File: src/rtl/map_table_pkg.sv
// Shared definitions for the rename map table: register counts, the TAG payload
// and the architectural index type.
package map_table_pkg;

  localparam int unsigned NUM_ARCH_REGS = 32;
  localparam int unsigned NUM_PHYS_REGS = 64;
  localparam int unsigned ARCH_IDX_W    = $clog2(NUM_ARCH_REGS);
  localparam int unsigned PHYS_IDX_W    = $clog2(NUM_PHYS_REGS);

  typedef struct packed {
    logic [PHYS_IDX_W-1:0] phys_reg;
    logic                  ready;
  } tag_t;

  typedef logic [ARCH_IDX_W-1:0] arch_reg_idx_t;

endpackage

File: src/rtl/map_table_if.sv
// Dispatch/rename/CDB bundle between the pipeline (master) and the map table (slave).
interface map_table_if;
  import map_table_pkg::*;

  arch_reg_idx_t read_idx_1;
  arch_reg_idx_t read_idx_2;
  arch_reg_idx_t write_idx;
  tag_t          write_tag;
  logic          write_en;
  tag_t          cdb;
  tag_t          read_out_1;
  tag_t          read_out_2;
  tag_t          write_out;

  modport master (
    output read_idx_1, read_idx_2, write_idx, write_tag, write_en, cdb,
    input  read_out_1, read_out_2, write_out
  );

  modport slave (
    input  read_idx_1, read_idx_2, write_idx, write_tag, write_en, cdb,
    output read_out_1, read_out_2, write_out
  );

endinterface

File: src/rtl/map_table_entry.sv
// One map-table entry: a TAG register that resets to its own index, loads a new
// mapping on rename and sets ready on a matching CDB broadcast.
module map_table_entry
  import map_table_pkg::*;
#(
  parameter int unsigned RESET_PHYS = 0
) (
  input  logic                  i_clock,
  input  logic                  i_reset,
  input  logic                  i_we,
  input  logic [PHYS_IDX_W-1:0] i_wr_phys,
  input  tag_t                  i_cdb,
  output tag_t                  o_tag
);

  tag_t r_tag;

  // Rename load beats a same-cycle broadcast, even on a matching tag.
  always_ff @(posedge i_clock) begin
    if (i_reset) begin
      r_tag <= '{phys_reg: PHYS_IDX_W'(RESET_PHYS), ready: 1'b1};
    end else if (i_we) begin
      r_tag <= '{phys_reg: i_wr_phys, ready: 1'b0};
    end else if (i_cdb.ready && (i_cdb.phys_reg == r_tag.phys_reg)) begin
      r_tag.ready <= 1'b1;
    end
  end

  assign o_tag = r_tag;

endmodule

File: src/rtl/map_table.sv
// R10K-style rename map table: 32 TAG entries, two source lookups and one rename
// per cycle. Define MAP_TABLE_CDB_BYPASS_EN to forward a live CDB ready bit to reads.
module map_table
  import map_table_pkg::*;
(
  input logic         clock,
  input logic         reset,
  map_table_if.slave  bus
);

  tag_t w_table [NUM_ARCH_REGS];
  logic w_unused_write_ready;

  // r0 is architecturally zero: fixed to {0, ready}.
  assign w_table[0]           = '{phys_reg: '0, ready: 1'b1};
  assign w_unused_write_ready = bus.write_tag.ready;

  for (genvar gi = 1; gi < NUM_ARCH_REGS; gi++) begin : g_entry
    logic w_we;
    assign w_we = bus.write_en && (bus.write_idx == ARCH_IDX_W'(gi));

    map_table_entry #(
      .RESET_PHYS (gi)
    ) u_entry (
      .i_clock   (clock),
      .i_reset   (reset),
      .i_we      (w_we),
      .i_wr_phys (bus.write_tag.phys_reg),
      .i_cdb     (bus.cdb),
      .o_tag     (w_table[gi])
    );
  end

`ifdef MAP_TABLE_CDB_BYPASS_EN
  function automatic tag_t fwd(input tag_t entry, input tag_t cdb);
    tag_t res;
    res = entry;
    if (cdb.ready && (cdb.phys_reg == entry.phys_reg)) res.ready = 1'b1;
    return res;
  endfunction

  always_comb begin
    bus.read_out_1 = fwd(w_table[bus.read_idx_1], bus.cdb);
    bus.read_out_2 = fwd(w_table[bus.read_idx_2], bus.cdb);
    bus.write_out  = fwd(w_table[bus.write_idx],  bus.cdb);
  end
`else
  always_comb begin
    bus.read_out_1 = w_table[bus.read_idx_1];
    bus.read_out_2 = w_table[bus.read_idx_2];
    bus.write_out  = w_table[bus.write_idx];
  end
`endif

endmodule

File: src/flat_wrapper.sv
// flat-port wrapper written by rule: the top's interface ports become plain ports
module map_table_flat import map_table_pkg::*;
  (clock, reset, bus_read_idx_1, bus_read_idx_2, bus_write_idx, bus_write_tag, bus_write_en, bus_cdb, bus_read_out_1, bus_read_out_2, bus_write_out);
  map_table_if bus_i ();
  input logic clock;
  input logic reset;
  input wire logic [$bits(bus_i.read_idx_1)-1:0] bus_read_idx_1;
  input wire logic [$bits(bus_i.read_idx_2)-1:0] bus_read_idx_2;
  input wire logic [$bits(bus_i.write_idx)-1:0] bus_write_idx;
  input wire logic [$bits(bus_i.write_tag)-1:0] bus_write_tag;
  input wire logic [$bits(bus_i.write_en)-1:0] bus_write_en;
  input wire logic [$bits(bus_i.cdb)-1:0] bus_cdb;
  output wire logic [$bits(bus_i.read_out_1)-1:0] bus_read_out_1;
  output wire logic [$bits(bus_i.read_out_2)-1:0] bus_read_out_2;
  output wire logic [$bits(bus_i.write_out)-1:0] bus_write_out;
  assign bus_i.read_idx_1 = bus_read_idx_1;
  assign bus_i.read_idx_2 = bus_read_idx_2;
  assign bus_i.write_idx = bus_write_idx;
  assign bus_i.write_tag = bus_write_tag;
  assign bus_i.write_en = bus_write_en;
  assign bus_i.cdb = bus_cdb;
  assign bus_read_out_1 = bus_i.read_out_1;
  assign bus_read_out_2 = bus_i.read_out_2;
  assign bus_write_out = bus_i.write_out;
  map_table u_core (.clock(clock), .reset(reset), .bus(bus_i));
endmodule
File: config.mk
export PLATFORM = sky130hd
export DESIGN_NAME = map_table_flat
export DESIGN_NICKNAME = d
export VERILOG_FILES = /design/src/rtl/map_table_pkg.sv /design/src/rtl/map_table_if.sv /design/src/rtl/map_table_entry.sv /design/src/rtl/map_table.sv /design/src/flat_wrapper.sv
export SDC_FILE = /design/constraint.sdc
export NUM_CORES = 1
export LEC_CHECK = 0
export CORE_MARGIN = 4
export CORE_UTILIZATION = 40
export CTS_CLUSTER_DIAMETER = 30
export CTS_CLUSTER_SIZE = 8
export DETAILED_ROUTE_END_ITERATION = 8
export DONT_BUFFER_PORTS = 1
export PLACE_DENSITY = 0.52
export SETUP_SLACK_MARGIN = 0.15
export SLEW_MARGIN = 5
export SYNTH_ARGS = -nofsm -noshare
export SYNTH_HDL_FRONTEND = slang
export SYNTH_SLANG_ARGS = --single-unit
File: constraint.sdc
create_clock -name clock -period 2.05 [get_ports clock]
set_input_delay 0.41 -clock clock [delete_from_list [all_inputs] [get_ports clock]]
set_output_delay 0.41 -clock clock [all_outputs]
set_load 0.02 [all_outputs]
==> results.cfg <==
[placed_design]
placedInstanceArea_um2 = 17100
dp_hpwl_um = 49100
gp_congestion = 1.03
port_buffers = 0
pre_cts_ws_ns = -0.250
dpl.cell_count = 2169

[synth]
synth_area_um2 = 15700
ys.flop_type = dfxtp_1
syn_nets = 1664
yosysWarnings = 0
synth-edff-count = 0
synth_top_area_share = 0.277
netlist_instances = 1632
async_flop_share = 0
ys_seq_elements = 217
yosysSeqAreaShare = 0.277
synth_area_leaders = dfxtp_1 (28%), mux4_2 (15%), mux2i_1 (7.9%)
ys_top_cells_by_count = dfxtp_1 (217), nand2_1 (129), mux2i_1 (124), mux4_2 (102), nor2_1 (96)
synth_top_area_cell = dfxtp_1
synth_most_common_cell = dfxtp_1
synth_area_per_cell_um2 = 9.61
synthDistinctLibCells = 67

[clocking]
path_clk_slew_ns = 0.04
cts_buffers = 58
cts_tree = built
clock_latency_ns = 0.61
clkSinkCount = 217
cts_root_buf = clkbuf_16
clock_path_buffers = 3
htreeDepth = 2

[die]
die_h_um = 206
num_rows = 72
initial_core_util = 0.405
die_w_um = 206
core_area_um2 = 38700
io_pins = 53
fp.dieArea_um2 = 42500

[global_route]
grt_max_degree = 97
met2_usage = 0.544
grt_pass1_vias = 14800
overflow = 0
busiest_layer = met2
grt_first_pass_wirelength_um = 107000
grt_usage = 0.347
use_met1 = 0.441
antenna_found_initial = 3
grtUsageMet3 = 0.0943

[power]
leakage_nw = 7.88
p_clk_frac = 0.602
internal_power_mw = 11.1
switchingPower_mw = 3.75
power_density_nw_per_um2 = 705
switching_share = 0.253
combPwrFrac = 0.107
p_seq_frac = 0.292
ir_worst_vdd_v = 0.000556
finalPower_mw = 14.8

[drt]
wl_per_cell_um = 31.3
drc = 0
routed_wl_um = 74200
vias = 15200
first_iter_violations = 1531
vias_per_cell = 6.40
final_antenna_net_count = 0
firstDrtPassIters = 5

[run_status]
failed_checks = setup timing
status = complete, but fails checks

[timing]
slew_headroom = 0.283
fin_skew_ns = 0.0261
layout_min_cycle_time_ns = 2.82
holdWs_ns = 0.0693
fin_crit_sh = 1.37
rsz0062_at_grt = yes
drv_slew = 0
fmax_mhz = 355
fin_ws_ns = -0.768
hold_viol_final = 0
fin_setup_tns_ns = -9.37
worstMarginPinSlew_ns = 1.07
setup_viol = 21

[critical_path]
crit_path_max_fanout = 4
slowest_stage = mux4_2
worst_path_dominant_cell_family = multiplexers
path_buf_inv = 1
critPathRequiredTime_ns = 1.64
cp-end-kind = output port
start_kind = register
cp_slowest_stage_delay_ns = 0.49
crit_chain = mux4_2 -> mux2i_1 -> nor3b_2 -> a311oi_2 -> nand4_1 -> buf_4
critPathArrivalTime_ns = 2.41
critPathKind = reg2out

[job]
drv_cap = 0

[finish]
final_core_util = 0.542
layout.cells.non_filler = 2370
drive_gt1_frac = 0.388
largest_reg_flops = 217
final_nets = 1838
syn2layout_area_growth_pct = 33.8
fin_area_um2 = 21000

[min_path]
hold_class = in2reg
==> final timing paths <==
kind | startpoint | end | slack [ns] | cells past startpoint
hold reg to reg | u_core.g_entry[16].u_entry.o_tag[3] | u_core.g_entry[16].u_entry.o_tag[3] | 0.50 | 2
setup / recovery | u_core.g_entry[24].u_entry.o_tag[0] | bus_read_out_2[0] | -0.77 | 6
setup reg to reg | u_core.g_entry[26].u_entry.o_tag[4] | u_core.g_entry[26].u_entry.o_tag[0] | 0.37 | 5
hold / removal | bus_write_tag[3] | u_core.g_entry[5].u_entry.o_tag[3] | 0.07 | 2
==> cells by family after synthesis <==
family,share of synthesized area
simple gates,0.172
flops,0.277
compound gates,0.118
mux,0.269
buf+inv,0.0609
xor+xnor,0.104
==> power groups by stage <==
stage | logic [mW] | registers, mW | clock network (mW)
after global placement | 1.24 | 4.41 | 0
after global routing | 1.64 | 4.32 | 9.21
after CTS | 1.51 | 4.32 | 8.95
final | 1.58 | 4.32 | 8.91
after detailed placement | 1.24 | 4.41 | 0
after floorplan | 1.29 | 4.39 | 0
==> repair_timing <==
item                                   CTS  global route
setup endpoints to repair               21            21
endpoints found under the hold margin  202             0
buffers inserted                        20             6
pin swaps                               51            30
resized for setup                      221            63
hold buffers                            69             0
==> layer usage <==
layer,vias to the layer above,share of wire
met4,2,0.064
met1,7551,0.38
met5,-,0.000094
met3,247,0.11
li1,6412,-
met2,953,0.45
==> layout by cell type (no fill, tap or decap), types with 18 or more instances in the layout <==
cell,Yosys,routed
dfxtp_4,0,18
mux2i_1,124,123
nand3_1,84,71
dfxtp_2,0,77
nor2_1,96,94
mux2_2,42,35
a22oi_2,0,25
nand2_1,129,126
xor2_1,93,93
buf_4,24,168
a211o_1,24,24
dlygate4sd3_1,0,64
clkbuf_16,0,58
xnor2_1,93,93
dfxtp_1,217,122
a21oi_1,69,53
nand4_1,35,35
mux4_2,102,107
o21ai_0,39,36
nand2b_1,21,21
buf_6,20,34
nor2b_1,43,35
nor4_1,31,31
==> final cells by class <==
cell class              instances  area (um^2)
diodes                          1         2.50
fillers                      3452        17700
flip-flops and latches        217         4510
repair buffers                274         2450
clock inverters                26          285
well taps                     518          648
multi-input cells            1251        11400
inverters                       4         15.0
clock buffers                  79         1650
No activity file was read; power rests on OpenSTA's default activity.
